[src/rtl/pulse_scan_ctrl.sv]
// pulse_scan_ctrl: measurement sequencer for the pulse-counter array.
// Each run clears the counters, opens the gate, waits for the counter
// pipeline to settle, snapshots every channel and streams the snapshot
// out one channel per valid/ready beat.
// Optional build macro PULSE_SCAN_MASK_EN adds i_ch_mask. Channels whose
// mask bit is 0 are skipped without costing any cycles.
module pulse_scan_ctrl #(
  parameter int CH_NUM     = 16,
  parameter int CNT_W      = 16,
  parameter int GATE_W     = 24,
  parameter int SETTLE_CYC = 2,
  localparam int CW        = $clog2(CH_NUM)
) (
  input  logic                    i_clk,
  input  logic                    i_rst_n,
  input  logic                    i_start,
  input  logic                    i_abort,
  input  logic [GATE_W-1:0]       i_gate_len,
`ifdef PULSE_SCAN_MASK_EN
  input  logic [CH_NUM-1:0]       i_ch_mask,
`endif
  input  logic [CH_NUM*CNT_W-1:0] i_cnt_flat,
  output logic                    o_cnt_en,
  output logic                    o_cnt_clr,
  output logic [CNT_W-1:0]        o_data,
  output logic [CW-1:0]           o_ch,
  output logic                    o_valid,
  input  logic                    i_ready,
  output logic                    o_last,
  output logic                    o_busy,
  output logic                    o_done
);
  localparam int SW = $clog2(SETTLE_CYC + 1);

  typedef enum logic [2:0] {
    S_IDLE, S_CLEAR, S_GATE, S_SETTLE, S_SNAP, S_SEND, S_DONE
  } state_t;

  state_t                         state, nxt;
  logic [GATE_W-1:0]              glen_q, gcnt, gcnt_d;
  logic [SW-1:0]                  scnt, scnt_d;
  logic [CH_NUM-1:0]              mask_q;
  logic [CH_NUM-1:0][CNT_W-1:0]   shadow, cnt_v;
  logic [CW-1:0]                  ch_d, hi_ch;
  logic [CNT_W-1:0]               data_d;
  logic                           valid_d, last_d;
  logic [CW:0]                    first_pick, next_pick;

  assign cnt_v = i_cnt_flat;

  // Lowest enabled channel at or above 'from'; MSB flags that one exists.
  function automatic logic [CW:0] pick(input logic [CH_NUM-1:0] m, input int from);
    pick = '0;
    for (int k = CH_NUM - 1; k >= 0; k--)
      if (m[k] && k >= from) pick = {1'b1, CW'(k)};
  endfunction

`ifndef PULSE_SCAN_MASK_EN
  assign mask_q = '1;
`endif

  // Channel selection: first, following and highest enabled channel.
  always_comb begin
    first_pick = pick(mask_q, 0);
    next_pick  = pick(mask_q, int'(o_ch) + 1);
    hi_ch      = '0;
    for (int k = 0; k < CH_NUM; k++)
      if (mask_q[k]) hi_ch = CW'(k);
  end

  // State register.
  always_ff @(posedge i_clk) begin
    if (!i_rst_n) state <= S_IDLE;
    else          state <= nxt;
  end

  // Next state, timers and next values of the stream outputs.
  always_comb begin
    nxt     = state;
    gcnt_d  = gcnt;
    scnt_d  = scnt;
    ch_d    = o_ch;
    data_d  = o_data;
    valid_d = o_valid;
    last_d  = o_last;
    case (state)
      S_IDLE:  if (i_start) nxt = S_CLEAR;
      S_CLEAR: begin
        if (glen_q == '0) begin
          nxt    = S_SETTLE;
          scnt_d = SW'(SETTLE_CYC);
        end else begin
          nxt    = S_GATE;
          gcnt_d = glen_q;
        end
      end
      S_GATE: begin
        if (gcnt == GATE_W'(1)) begin
          nxt    = S_SETTLE;
          scnt_d = SW'(SETTLE_CYC);
        end else begin
          gcnt_d = gcnt - GATE_W'(1);
        end
      end
      S_SETTLE: begin
        if (scnt == SW'(1)) nxt = S_SNAP;
        else                scnt_d = scnt - SW'(1);
      end
      S_SNAP: begin
        // Shadow is written this same edge, so the first beat comes
        // straight from the counter inputs.
        if (first_pick[CW]) begin
          nxt     = S_SEND;
          valid_d = 1'b1;
          ch_d    = first_pick[CW-1:0];
          data_d  = cnt_v[ch_d];
          last_d  = (ch_d == hi_ch);
        end else begin
          nxt = S_DONE;
        end
      end
      S_SEND: begin
        if (o_valid && i_ready) begin
          if (o_last) begin
            nxt     = S_DONE;
            valid_d = 1'b0;
            last_d  = 1'b0;
          end else begin
            ch_d   = next_pick[CW-1:0];
            data_d = shadow[ch_d];
            last_d = (ch_d == hi_ch);
          end
        end
      end
      S_DONE:  nxt = S_IDLE;
      default: nxt = S_IDLE;
    endcase
    // Abort wins over any pending transfer.
    if (state != S_IDLE && i_abort) begin
      nxt     = S_IDLE;
      valid_d = 1'b0;
      last_d  = 1'b0;
    end
  end

  // Latched run setup, snapshot, timers and registered outputs.
  always_ff @(posedge i_clk) begin
    if (!i_rst_n) begin
      glen_q    <= '0;
`ifdef PULSE_SCAN_MASK_EN
      mask_q    <= '0;
`endif
      shadow    <= '0;
      gcnt      <= '0;
      scnt      <= '0;
      o_ch      <= '0;
      o_data    <= '0;
      o_valid   <= 1'b0;
      o_last    <= 1'b0;
      o_cnt_en  <= 1'b0;
      o_cnt_clr <= 1'b0;
      o_busy    <= 1'b0;
      o_done    <= 1'b0;
    end else begin
      if (state == S_IDLE && i_start) begin
        glen_q <= i_gate_len;
`ifdef PULSE_SCAN_MASK_EN
        mask_q <= i_ch_mask;
`endif
      end
      if (state == S_SNAP) shadow <= cnt_v;
      gcnt      <= gcnt_d;
      scnt      <= scnt_d;
      o_ch      <= ch_d;
      o_data    <= data_d;
      o_valid   <= valid_d;
      o_last    <= last_d;
      o_cnt_en  <= (nxt == S_GATE);
      o_cnt_clr <= (nxt == S_CLEAR);
      o_busy    <= (nxt != S_IDLE);
      o_done    <= (nxt == S_DONE);
    end
  end
endmodule

[config.mk]
export PLATFORM = sky130hd
export DESIGN_NAME = pulse_scan_ctrl
export DESIGN_NICKNAME = d
export VERILOG_FILES = /design/src/rtl/pulse_scan_ctrl.sv
export SDC_FILE = /design/constraint.sdc
export NUM_CORES = 1
export LEC_CHECK = 0
export BUFFER_PORTS_ARGS = -buffer_cell sky130_fd_sc_hd__buf_4
export CAP_MARGIN = 20
export CORE_AREA = 8 8 193 195
export CTS_CLUSTER_SIZE = 14
export DETAILED_ROUTE_END_ITERATION = 10
export DIE_AREA = 0 0 201 203
export PLACE_DENSITY = 0.75
export SLEW_MARGIN = 20
export SYNTH_ARGS = -nofsm -noshare
export SYNTH_HDL_FRONTEND = slang
export SYNTH_SLANG_ARGS = --single-unit
[constraint.sdc]
create_clock -name i_clk -period 2.79 [get_ports i_clk]
set_input_delay 0.4185 -clock i_clk [delete_from_list [all_inputs] [get_ports i_clk]]
set_output_delay 0.4185 -clock i_clk [all_outputs]
set_load 0.1 [all_outputs]
==> results_dict.tcl <==
set metrics [dict create \
    tns_ps 0 \
    dpl.hpwl_um 39900 \
    endpoint_kind "register" \
    leakage_nw 6.72 \
    coreArea_mm2 0.0341 \
    finalClockSkew_ps 19.7 \
    rsz0062_at_grt "no" \
    gr-usage-all-layers_pct 24.3 \
    fillers 3155 \
    fin_crit_ps 2580 \
    grt_pass1_vias 14121 \
    ys.warnings.count 0 \
    hold_buffers 0 \
    final_util_pct 54.9 \
    drc_errors 0 \
    placedInstanceArea_mm2 0.0175 \
    seq_area_mm2 0.00671 \
    synth-edff-count 0 \
    cts_tree "built" \
    port_buffers 310 \
    place_ws_ps 265 \
    synth_area_mm2 0.0147 \
    syn_to_final_growth_pct 27.0 \
    post_cts_buffers 0 \
    synthArstFlopShare_pct 0 \
    synth.net_count 2240 \
    outcome "complete, no violations" \
    ys.flop_type "dfxtp_1" \
    drive_above_1_share_pct 20.1 \
    postSynthCellCount 1950 \
    routed_wl_um 52600 \
    ant_nets 0 \
    clock_latency_ps 530 \
    synth.avg_cell_area_um2 7.56 \
    setup_ws_ps 207 \
    fp.dieW_um 201 \
    multiInputGateArea_mm2 0.00745 \
    grt_overflow 0 \
    final_max_slew_viol_count 0 \
    grt_antenna_before_repair 1 \
    clk_pin_slew_worst_paths_ps 60 \
    crit_arrival_ps 2960 \
    crit_required_ps 3170 \
    die_area_mm2 0.0408 \
    design_area_mm2 0.0187 \
    power_density_mw_per_mm2 607 \
    cts.sinks 335 \
    vias_per_cell 5.50 \
    antenna_cells 0 \
    power_mw 11.4 \
    hold_class "in2reg" \
    cts_resized 0 \
    start_kind "register" \
    dp.cells 2601 \
    grt_pass1_wl_um 80200 \
    hold_ws_ps 133 \
    vdd.ir_drop.worst_mv 0.462 \
    worstMarginPinSlew_ps 874 \
    criticalPathCategory "reg2reg" \
    htreeDepth 2 \
    num_io_pins 311 \
    clk_path_buf_depth 3 \
    final-hold-violation-count 0 \
    fp.dieH_um 203 \
    start_util_pct 43.2 \
    finalSetupViolCount 0 \
    seq_area_frac_synth_pct 45.5 \
    cts_buffers 37 \
    final_common_cell "nand2_1" \
    worstPathMaxFanout 50 \
    maxCapViolCount 0 \
    synth_cell_types 62 \
    period_share_pct 92.6 \
    final_nets 2475 \
    grt_start_max_net_pins 173 \
    first_pass_iters 8 \
    drt_iter0_markers 1417 \
    wl_per_cell_um 19.7 \
    layout_common_cells "724 x nand2_1, 341 x buf_4, 334 x a21oi_1, 333 x dfxtp_1, 48 x nor2_1" \
    relSlewSlack_pct 41.7 \
    fmax_mhz 387 \
    place_congestion 0.972 \
    final_cells 2665 \
    cts_root_buffer "clkbuf_16" \
    ys_ff_latch 335 \
    vias 14647 \
    rows 68 \
]
[final timing paths]
path,startpoint,endpoint,slack (ps),cells past startpoint
max,o_ch[1],o_data[5],210,7
min,i_cnt_flat[189],shadow[189],130,3
max reg2reg,o_ch[1],o_data[5],210,7
min reg2reg,shadow[126],shadow[126],450,2
[logic make-up after synthesis]
logic type / after synthesis / share of synthesized area [%]
DFF: 335 / 45.5
and+or+nand+nor: 893 / 24.7
adders and majority gates: 5 / 0.424
buffers and inverters: 163 / 4.42
muxes: 50 / 4.75
xor gates and xnor gates: 2 / 0.170
AOI/OAI and AO/OA: 502 / 20.0
[layout make-up]
cell class              instances  share of cell area (%)
multi-input cells            1452                    39.8
flip-flops and latches        335                    35.8
repair buffers                351                    14.7
clock buffers                  53                    5.58
well taps                     455                    3.04
clock inverters                11                   0.861
inverters                       8                   0.200
[worst max-delay path, cell delays in order (launching register included)]
cell,delay [ps]
dfxtp_2,380
ha_1,300
buf_4,250
a31o_2,200
buf_12,270
mux4_2,540
a2bb2oi_1,340
a31oi_1,130
[cells in the mapped netlist, drive strengths merged, types with 2 or more instances]
cell       n  area share, %
a21o       4           0.20
a21oi    335             11
a221oi    16           0.95
a22oi     21            1.1
a2bb2oi   15           0.89
a31oi     34            1.5
and2       3           0.13
buf       27           0.96
clkbuf   128            3.3
dfxtp    335             45
ha         5           0.42
inv        8           0.20
mux2i     34            2.3
mux4      16            2.4
nand2    726             18
nand2b    20           0.85
nand3     40            1.4
nand3b     3           0.15
nand4      3           0.13
nor2      49            1.2
nor2b      3           0.13
nor3      19           0.71
nor3b      2           0.10
nor4      16           0.92
nor4b      3           0.22
o211ai    15           0.76
o21ai     16           0.62
o221a      2           0.15
o221ai    15           0.89
o22a       2           0.12
o22ai      2          0.085
o31ai     12           0.64
o32ai      3           0.18
or3        5           0.25
[power breakdown]
part / switching (mW) / internal (mW)
Clock: 1.97 / 2.90
Combinational: 0.859 / 0.652
Sequential: 0.120 / 4.88
[state kept, by name (all words and copies together) (netlist names)]
signal,cells
o_cnt_clr,1
o_cnt_en,1
o_done,1
o_busy,1
o_last,1
shadow,256
o_valid,1
state,3
o_ch,4
glen_q,24
scnt,2
o_data,16
gcnt,24
[routing by layer]
metal / global-route usage, % / vias up / routed length (um)
li1: - / 7108 / -
met1: 31.0 / 6787 / 21600
met2: 40.3 / 655 / 25000
met3: 4.46 / 95 / 4170
met4: 9.41 / 2 / 1890
met5: 0 / - / 10
Power figures use the tool's default switching activity.
